$ cat config.mk
export PLATFORM = sky130hd
export DESIGN_NAME = inst_mem_loader
export DESIGN_NICKNAME = d
export VERILOG_FILES = /design/src/rtl/inst_mem_loader_pkg.sv /design/src/rtl/inst_mem_loader.sv
export SDC_FILE = /design/constraint.sdc
export NUM_CORES = 1
export LEC_CHECK = 0
export ABC_AREA = 1
export CAP_MARGIN = 15
export CORE_ASPECT_RATIO = 0.5
export CORE_MARGIN = 2
export CORE_UTILIZATION = 40
export CTS_CLUSTER_SIZE = 25
export DETAILED_ROUTE_END_ITERATION = 16
export GPL_ROUTABILITY_DRIVEN = 0
export GPL_TIMING_DRIVEN = 0
export PLACE_DENSITY_LB_ADDON = 0.15
export SLEW_MARGIN = 20
export SYNTH_ARGS = -nofsm -noshare
export SYNTH_HDL_FRONTEND = slang
export SYNTH_SLANG_ARGS = --single-unit
$ cat constraint.sdc
create_clock -name i_clk -period 9.2 [get_ports i_clk]
set_input_delay 2.76 -clock i_clk [delete_from_list [all_inputs] [get_ports i_clk]]
set_output_delay 2.76 -clock i_clk [all_outputs]
set_load 0.005 [all_outputs]
$ cat src/rtl/inst_mem_loader_pkg.sv
// Shared definitions for the instruction memory loader and its ROM/RAM peers:
// word/address widths, the frame start marker and the loader state encoding.
package inst_mem_loader_pkg;

  localparam int BYTE_W = 8;
  localparam int WORD_W = 16;
  localparam int ADDR_W = 16;

  localparam logic [BYTE_W-1:0] SYNC_BYTE_DEFAULT = 8'hA5;

  typedef enum logic [3:0] {
    ST_IDLE   = 4'd0,
    ST_SYNC   = 4'd1,
    ST_ADDR_L = 4'd2,
    ST_ADDR_H = 4'd3,
    ST_CNT_L  = 4'd4,
    ST_CNT_H  = 4'd5,
    ST_DAT_L  = 4'd6,
    ST_DAT_H  = 4'd7,
    ST_WRITE  = 4'd8,
    ST_CSUM   = 4'd9,
    ST_FIN    = 4'd10
  } loader_state_t;

  // States in which the loader is prepared to take a byte from the stream.
  // WRITE is excluded so the byte source is stalled while a word is in flight.
  function automatic logic rx_ready_for(input loader_state_t s);
    logic v;
    case (s)
      ST_SYNC, ST_ADDR_L, ST_ADDR_H, ST_CNT_L, ST_CNT_H,
      ST_DAT_L, ST_DAT_H, ST_CSUM: v = 1'b1;
      default:                     v = 1'b0;
    endcase
    return v;
  endfunction

endpackage

$ cat src/rtl/inst_mem_loader.sv
// Instruction memory loader: parses a framed byte stream
// (sync, base address, word count, data words, XOR checksum) and writes each
// 16-bit word to instruction memory over a ce/we/ack port, holding the CPU
// via o_busy until the image is in place.
module inst_mem_loader
  import inst_mem_loader_pkg::*;
#(
  parameter logic [BYTE_W-1:0] SYNC_BYTE   = SYNC_BYTE_DEFAULT,
  parameter bit                CHECKSUM_EN = 1'b1
) (
  input  logic              i_clk,
  input  logic              i_rst,
  input  logic              i_start,
  input  logic [BYTE_W-1:0] i_rx_data,
  input  logic              i_rx_valid,
  output logic              o_rx_ready,
  output logic              o_mem_ce,
  output logic              o_mem_we,
  output logic [ADDR_W-1:0] o_mem_addr,
  output logic [WORD_W-1:0] o_mem_wdata,
  input  logic              i_mem_ack,
  output logic              o_busy,
  output logic              o_done,
  output logic              o_err,
  output logic [WORD_W-1:0] o_words_written
);

  loader_state_t     r_state;
  logic              r_rx_ready;
  logic              r_mem_ce;
  logic [ADDR_W-1:0] r_mem_addr;
  logic [WORD_W-1:0] r_mem_wdata;
  logic              r_busy;
  logic              r_done;
  logic              r_err;
  logic [WORD_W-1:0] r_words_written;
  logic [WORD_W-1:0] r_count;
  logic [BYTE_W-1:0] r_csum;

  logic              w_byte_fire;
  logic [WORD_W-1:0] w_ww_inc;
  logic [WORD_W-1:0] w_count_full;
  loader_state_t     w_tail_state;

  // A byte is consumed only when the loader itself advertised readiness.
  assign w_byte_fire  = i_rx_valid & r_rx_ready;
  assign w_ww_inc     = r_words_written + 16'd1;
  assign w_count_full = {i_rx_data, r_count[7:0]};
  // Where the frame goes once the data words are done: the checksum byte,
  // or straight to FIN when the image carries no checksum.
  assign w_tail_state = CHECKSUM_EN ? ST_CSUM : ST_FIN;

  assign o_rx_ready      = r_rx_ready;
  assign o_mem_ce        = r_mem_ce;
  assign o_mem_we        = r_mem_ce;
  assign o_mem_addr      = r_mem_addr;
  assign o_mem_wdata     = r_mem_wdata;
  assign o_busy          = r_busy;
  assign o_done          = r_done;
  assign o_err           = r_err;
  assign o_words_written = r_words_written;

  // Frame parser FSM; every output is registered alongside the state so the
  // memory port and the CPU hold never glitch, and reset kills a write at once.
  always_ff @(posedge i_clk or posedge i_rst) begin
    if (i_rst) begin
      r_state         <= ST_IDLE;
      r_rx_ready      <= 1'b0;
      r_mem_ce        <= 1'b0;
      r_mem_addr      <= '0;
      r_mem_wdata     <= '0;
      r_busy          <= 1'b0;
      r_done          <= 1'b0;
      r_err           <= 1'b0;
      r_words_written <= '0;
      r_count         <= '0;
      r_csum          <= '0;
    end else begin
      case (r_state)
        ST_IDLE, ST_FIN: begin
          if (i_start) begin
            r_state         <= ST_SYNC;
            r_rx_ready      <= rx_ready_for(ST_SYNC);
            r_busy          <= 1'b1;
            r_done          <= 1'b0;
            r_err           <= 1'b0;
            r_words_written <= '0;
            r_csum          <= '0;
          end
        end

        ST_SYNC: begin
          if (w_byte_fire && (i_rx_data == SYNC_BYTE)) begin
            r_state    <= ST_ADDR_L;
            r_rx_ready <= rx_ready_for(ST_ADDR_L);
          end
        end

        ST_ADDR_L: begin
          if (w_byte_fire) begin
            r_mem_addr[7:0] <= i_rx_data;
            r_csum          <= r_csum ^ i_rx_data;
            r_state         <= ST_ADDR_H;
            r_rx_ready      <= rx_ready_for(ST_ADDR_H);
          end
        end

        ST_ADDR_H: begin
          if (w_byte_fire) begin
            r_mem_addr[15:8] <= i_rx_data;
            r_csum           <= r_csum ^ i_rx_data;
            r_state          <= ST_CNT_L;
            r_rx_ready       <= rx_ready_for(ST_CNT_L);
          end
        end

        ST_CNT_L: begin
          if (w_byte_fire) begin
            r_count[7:0] <= i_rx_data;
            r_csum       <= r_csum ^ i_rx_data;
            r_state      <= ST_CNT_H;
            r_rx_ready   <= rx_ready_for(ST_CNT_H);
          end
        end

        ST_CNT_H: begin
          if (w_byte_fire) begin
            r_count[15:8] <= i_rx_data;
            r_csum        <= r_csum ^ i_rx_data;
            if (w_count_full == '0) begin
              r_state    <= w_tail_state;
              r_rx_ready <= rx_ready_for(w_tail_state);
              r_busy     <= (w_tail_state != ST_FIN);
              r_done     <= (w_tail_state == ST_FIN);
            end else begin
              r_state    <= ST_DAT_L;
              r_rx_ready <= rx_ready_for(ST_DAT_L);
            end
          end
        end

        ST_DAT_L: begin
          if (w_byte_fire) begin
            r_mem_wdata[7:0] <= i_rx_data;
            r_csum           <= r_csum ^ i_rx_data;
            r_state          <= ST_DAT_H;
            r_rx_ready       <= rx_ready_for(ST_DAT_H);
          end
        end

        ST_DAT_H: begin
          if (w_byte_fire) begin
            r_mem_wdata[15:8] <= i_rx_data;
            r_csum            <= r_csum ^ i_rx_data;
            r_state           <= ST_WRITE;
            r_rx_ready        <= rx_ready_for(ST_WRITE);
            r_mem_ce          <= 1'b1;
          end
        end

        ST_WRITE: begin
          // ack is only honoured from inside WRITE, so a write always lasts
          // at least one cycle even if the memory holds ack high on entry
          if (i_mem_ack) begin
            r_mem_ce        <= 1'b0;
            r_words_written <= w_ww_inc;
            r_mem_addr      <= r_mem_addr + 16'd1;
            if (w_ww_inc < r_count) begin
              r_state    <= ST_DAT_L;
              r_rx_ready <= rx_ready_for(ST_DAT_L);
            end else begin
              r_state    <= w_tail_state;
              r_rx_ready <= rx_ready_for(w_tail_state);
              r_busy     <= (w_tail_state != ST_FIN);
              r_done     <= (w_tail_state == ST_FIN);
            end
          end
        end

        ST_CSUM: begin
          if (w_byte_fire) begin
            r_err      <= (i_rx_data != r_csum);
            r_state    <= ST_FIN;
            r_rx_ready <= rx_ready_for(ST_FIN);
            r_busy     <= 1'b0;
            r_done     <= 1'b1;
          end
        end

        default: begin
          r_state    <= ST_IDLE;
          r_rx_ready <= 1'b0;
          r_mem_ce   <= 1'b0;
          r_busy     <= 1'b0;
        end
      endcase
    end
  end

endmodule

==> impl_results.rst <==
.. list-table::
   :header-rows: 1

   * - Metric
     - Value
   * - Area of the core region
     - around 12000 µm²
   * - Kind of cell with the highest combined delay on the critical path
     - buffers and inverters
   * - Element type at the critical path start
     - input port
   * - Synth top area share
     - between 40 and 50%
   * - Syn Area/Cell
     - 7.586 µm²
   * - Hold crit path type
     - reg2reg
   * - Count of fill cells added during filler insertion
     - ~1200
   * - Synthesized cell area
     - 4817 µm²
   * - Antenna cells
     - 0
   * - Number of buffers inserted to repair setup after CTS
     - 0
   * - Most common cell in the netlist
     - sky130_fd_sc_hd__nand2_1
   * - Post-synthesis to final-layout area growth
     - 25.32%
   * - Final worst path period share
     - 45.59%
   * - Post-route DRC
     - 0
   * - Setup total negative slack
     - 0 ns
   * - Total power draw
     - 1.789 mW
   * - Status
     - finished clean
   * - Max-capacitance violation count
     - 0
   * - Min Clock Period, post-route
     - between 4 and 5 ns
   * - Post-cts sizing count
     - 0
   * - Count of unique library cells instantiated by Yosys
     - 41
   * - Max_slew headroom
     - 72.74%
   * - Die X
     - 159.2 µm
   * - Post-synthesis cell count
     - 635
   * - Arrival time of data at the critical path endpoint
     - 4.47 ns
   * - Post-Route Skew
     - 0.006947 ns
   * - Average routed wire per standard cell
     - 14.10 µm
   * - Worst hold path endpoint
     - o_busy$_DFFE_PP0P_
   * - Worst min-delay path startpoint
     - o_busy$_DFFE_PP0P_
   * - Cell mode on critical path
     - sky130_fd_sc_hd__nand2_1
   * - Max clock buf depth
     - 2
   * - Clock sinks
     - between 80 and 90
   * - Num CTS Buffers
     - 9
   * - Fmax achieved
     - 238.4 MHz
   * - CTS root buffer
     - sky130_fd_sc_hd__clkbuf_16
   * - Leading cell types by total area after synthesis
     - sky130_fd_sc_hd__dfrtp_1 (42%), sky130_fd_sc_hd__nand2_1 (14%), sky130_fd_sc_hd__inv_1 (6.3%), sky130_fd_sc_hd__o21ai_0 (5.8%), sky130_fd_sc_hd__ha_1 (4.4%)
   * - Post-route ant nets
     - 0
   * - Vias post-DR
     - 4388
   * - Via count of the first global-routing pass
     - about 4100
   * - Max rail drop VDD
     - about 130 µV
   * - CTS tree
     - done
   * - End-of-flow core utilization
     - between 50% and 60%
   * - YS warnings
     - 0
   * - Proportion of register bits with asynchronous set or reset after synthesis
     - 100.0%
   * - Start of the worst register-to-register path
     - o_words_written[0]$_DFFE_PP0P_
   * - I/O pin total
     - 67
   * - Row count
     - 28
   * - Power per cell area
     - 296.3 nW/µm²
   * - Req. time, crit path
     - ~9.5 ns
   * - H-tree level count
     - 3
   * - Antenna violations before repair
     - 0
   * - Setup repair after global routing missed its margin
     - no
   * - Via-to-Cell Ratio
     - 4.969
   * - Final Hold Vio Count
     - 0
   * - CP Buf/Inv Count
     - 3
   * - Crit path cell chain
     - clkdlybuf4s50_1 -> inv_1 -> nor3_1 -> nand2_1 -> o21ai_0 -> nand3_2 -> inv_2 -> nand2_1 -> nand2_1
   * - Flop and latch count out of synthesis
     - 81
   * - Setup CP Type
     - in2reg
   * - Dominant cell type by area after synthesis
     - sky130_fd_sc_hd__dfrtp_1
   * - Leakage dissipation
     - 2.897 nW
   * - Clock latency on the worst-skew pair
     - between 0.3 and 0.4 ns
   * - Peak per-stage delay on the critical path
     - 0.56 ns
   * - Min-Delay Path Depth
     - 2
   * - Pin count of the biggest net entering global routing
     - 54
   * - Worst setup EP type
     - register
   * - Clock slew at the register clock pins of the worst setup and hold paths
     - 0.06 ns
   * - Setup slack of the critical path after layout
     - 5.006 ns
   * - Count of endpoints failing setup in the final report
     - 0
   * - Reg-to-reg critical path endpoint
     - r_state[1]$_DFFE_PP0P_
   * - Initial cell density of the core
     - between 40 and 50%
   * - Layout cell share with drive strength beyond 1
     - 9.192%
   * - Detailed-router iteration count before antenna repair
     - 4
   * - Most instantiated flip-flop cell in the synthesis netlist
     - sky130_fd_sc_hd__dfrtp_1
   * - Aggregate routed wire length
     - 12450 µm
   * - Top cell types by occurrence after synthesis
     - sky130_fd_sc_hd__nand2_1 (181), sky130_fd_sc_hd__dfrtp_1 (81), sky130_fd_sc_hd__inv_1 (81)
   * - I/O Buffers
     - 66
   * - Worst setup slack after placement
     - approximately 4.7 ns
   * - Count of cells along the worst register-to-register path
     - 18
   * - Sequential share of the synthesized area
     - ~42%
   * - Number of flops mapped to enable cells by yosys
     - 0
   * - Overall die area
     - 12990 µm²
   * - Synthesized Nets
     - 665
   * - Remaining global-route overflow
     - 0
   * - Overall die height
     - about 82 µm
   * - Number of design-rule violations left by the first detailed-router iteration
     - 351
   * - Dpl hpwl
     - 9412 µm
   * - First-pass GRT wire length
     - 20650 µm
   * - Worst-path cell with the longest stage delay
     - sky130_fd_sc_hd__clkdlybuf4s50_1
   * - Total routing usage reported by global routing
     - about a fifth
   * - Register-to-register setup slack
     - roughly 6.2 ns
   * - Actual transition at the worst max-transition pin
     - just over 0.4 ns
   * - Final Slew Violations
     - 0
   * - Hold buffer count at CTS
     - 0
   * - Final-stage net count
     - 743
   * - Highest net fanout along the worst path
     - 7
worst register-to-register path, delay by kind of cell (launching register included):
kind                     cells  cell delay, ns
flip-flops                   1            0.43
AND/OR/NAND/NOR             16            1.93
adder cells (fa/ha/maj)      2            0.49
cell type report:
type	instances	area [µm²]	area share, %
Clock inverter	4	76.32	1.264
Clock buffer	12	246.5	4.083
Timing Repair Buffer	67	688.2	11.40
Multi-Input combinational cell	450	2361	39.11
Buffer	12	82.58	1.368
Sequential cell	81	2027	33.58
Tap cell	165	206.4	3.420
Inverter	92	349.1	5.782
state kept, by name (all words and copies together) (netlist names):
name / count
o_mem_addr: 16
o_mem_wdata: 16
o_words_written: 16
r_count: 16
r_csum: 8
r_state: 4
o_busy: 1
o_done: 1
o_err: 1
o_mem_ce: 1
o_rx_ready: 1
kinds of logic (layout without fill, tap and decap cells):
logic type      after synthesis  count (layout)  share of synthesized area (%)
compound gates              108             108                          12.96
flops                        81              81                          42.08
fa+ha+maj                    17              17                          4.416
xor+xnor                     17              17                          3.247
simple gates                308             308                          28.39
buf+inv                     104             187                          8.909
layer usage:
layer	share of wire, %	vias up	GRT usage, %
li1	-	2231	-
met1	49	2039	27.10
met2	45	102	33.39
met3	4.5	16	4.444
met4	1.7	0	5.727
met5	0	-	0
stage by stage:
step / hold WS, ns / cells / instance area, µm²
after floorplan: 0.4530 / 635 / 4817
after global placement: 0.4622 / 866 / 5684
after detailed placement: 0.4616 / 867 / 5714
after CTS: 0.4770 / 883 / 6037
after global routing: 0.5079 / 883 / 6037
final: 0.4758 / 883 / 6037
report_power, final:
group / internal [mW] / switching [mW]
Sequential: 0.481 / 0.110
Combinational: 0.348 / 0.459
Clock: 0.246 / 0.145
Total: 1.07 / 0.714
layout by cell type, fill, tap and decap left out, drive strengths merged, types with 4 or more instances in the layout:
cell,n
a21oi,15
a31oi,6
buf,9
clkbuf,16
clkdlybuf4s50,66
dfrtp,81
ha,17
inv,90
nand2,191
nand3,32
nand4,15
nor2,52
nor3,11
nor4,4
o21ai,67
o22ai,7
o31ai,8
xnor2,7
xor2,10
worst max path at each step:
stage / from / endpoint / slack, ns / cells past startpoint
floorplan: i_rst / o_busy$_DFFE_PP0P_ / 4.36 / 1
global placement: i_rst / o_mem_addr[11]$_DFFE_PP0P_ / 2.87 / 2
detailed placement: i_rx_data[2] / r_state[2]$_DFFE_PP0P_ / 4.66 / 9
CTS: i_rx_data[2] / r_state[2]$_DFFE_PP0P_ / 5.02 / 9
global route: i_rx_data[2] / r_state[2]$_DFFE_PP0P_ / 4.84 / 9
finish: i_rx_data[2] / r_state[1]$_DFFE_PP0P_ / 5.01 / 9
Note: power is estimated with default switching activity, not from simulation.
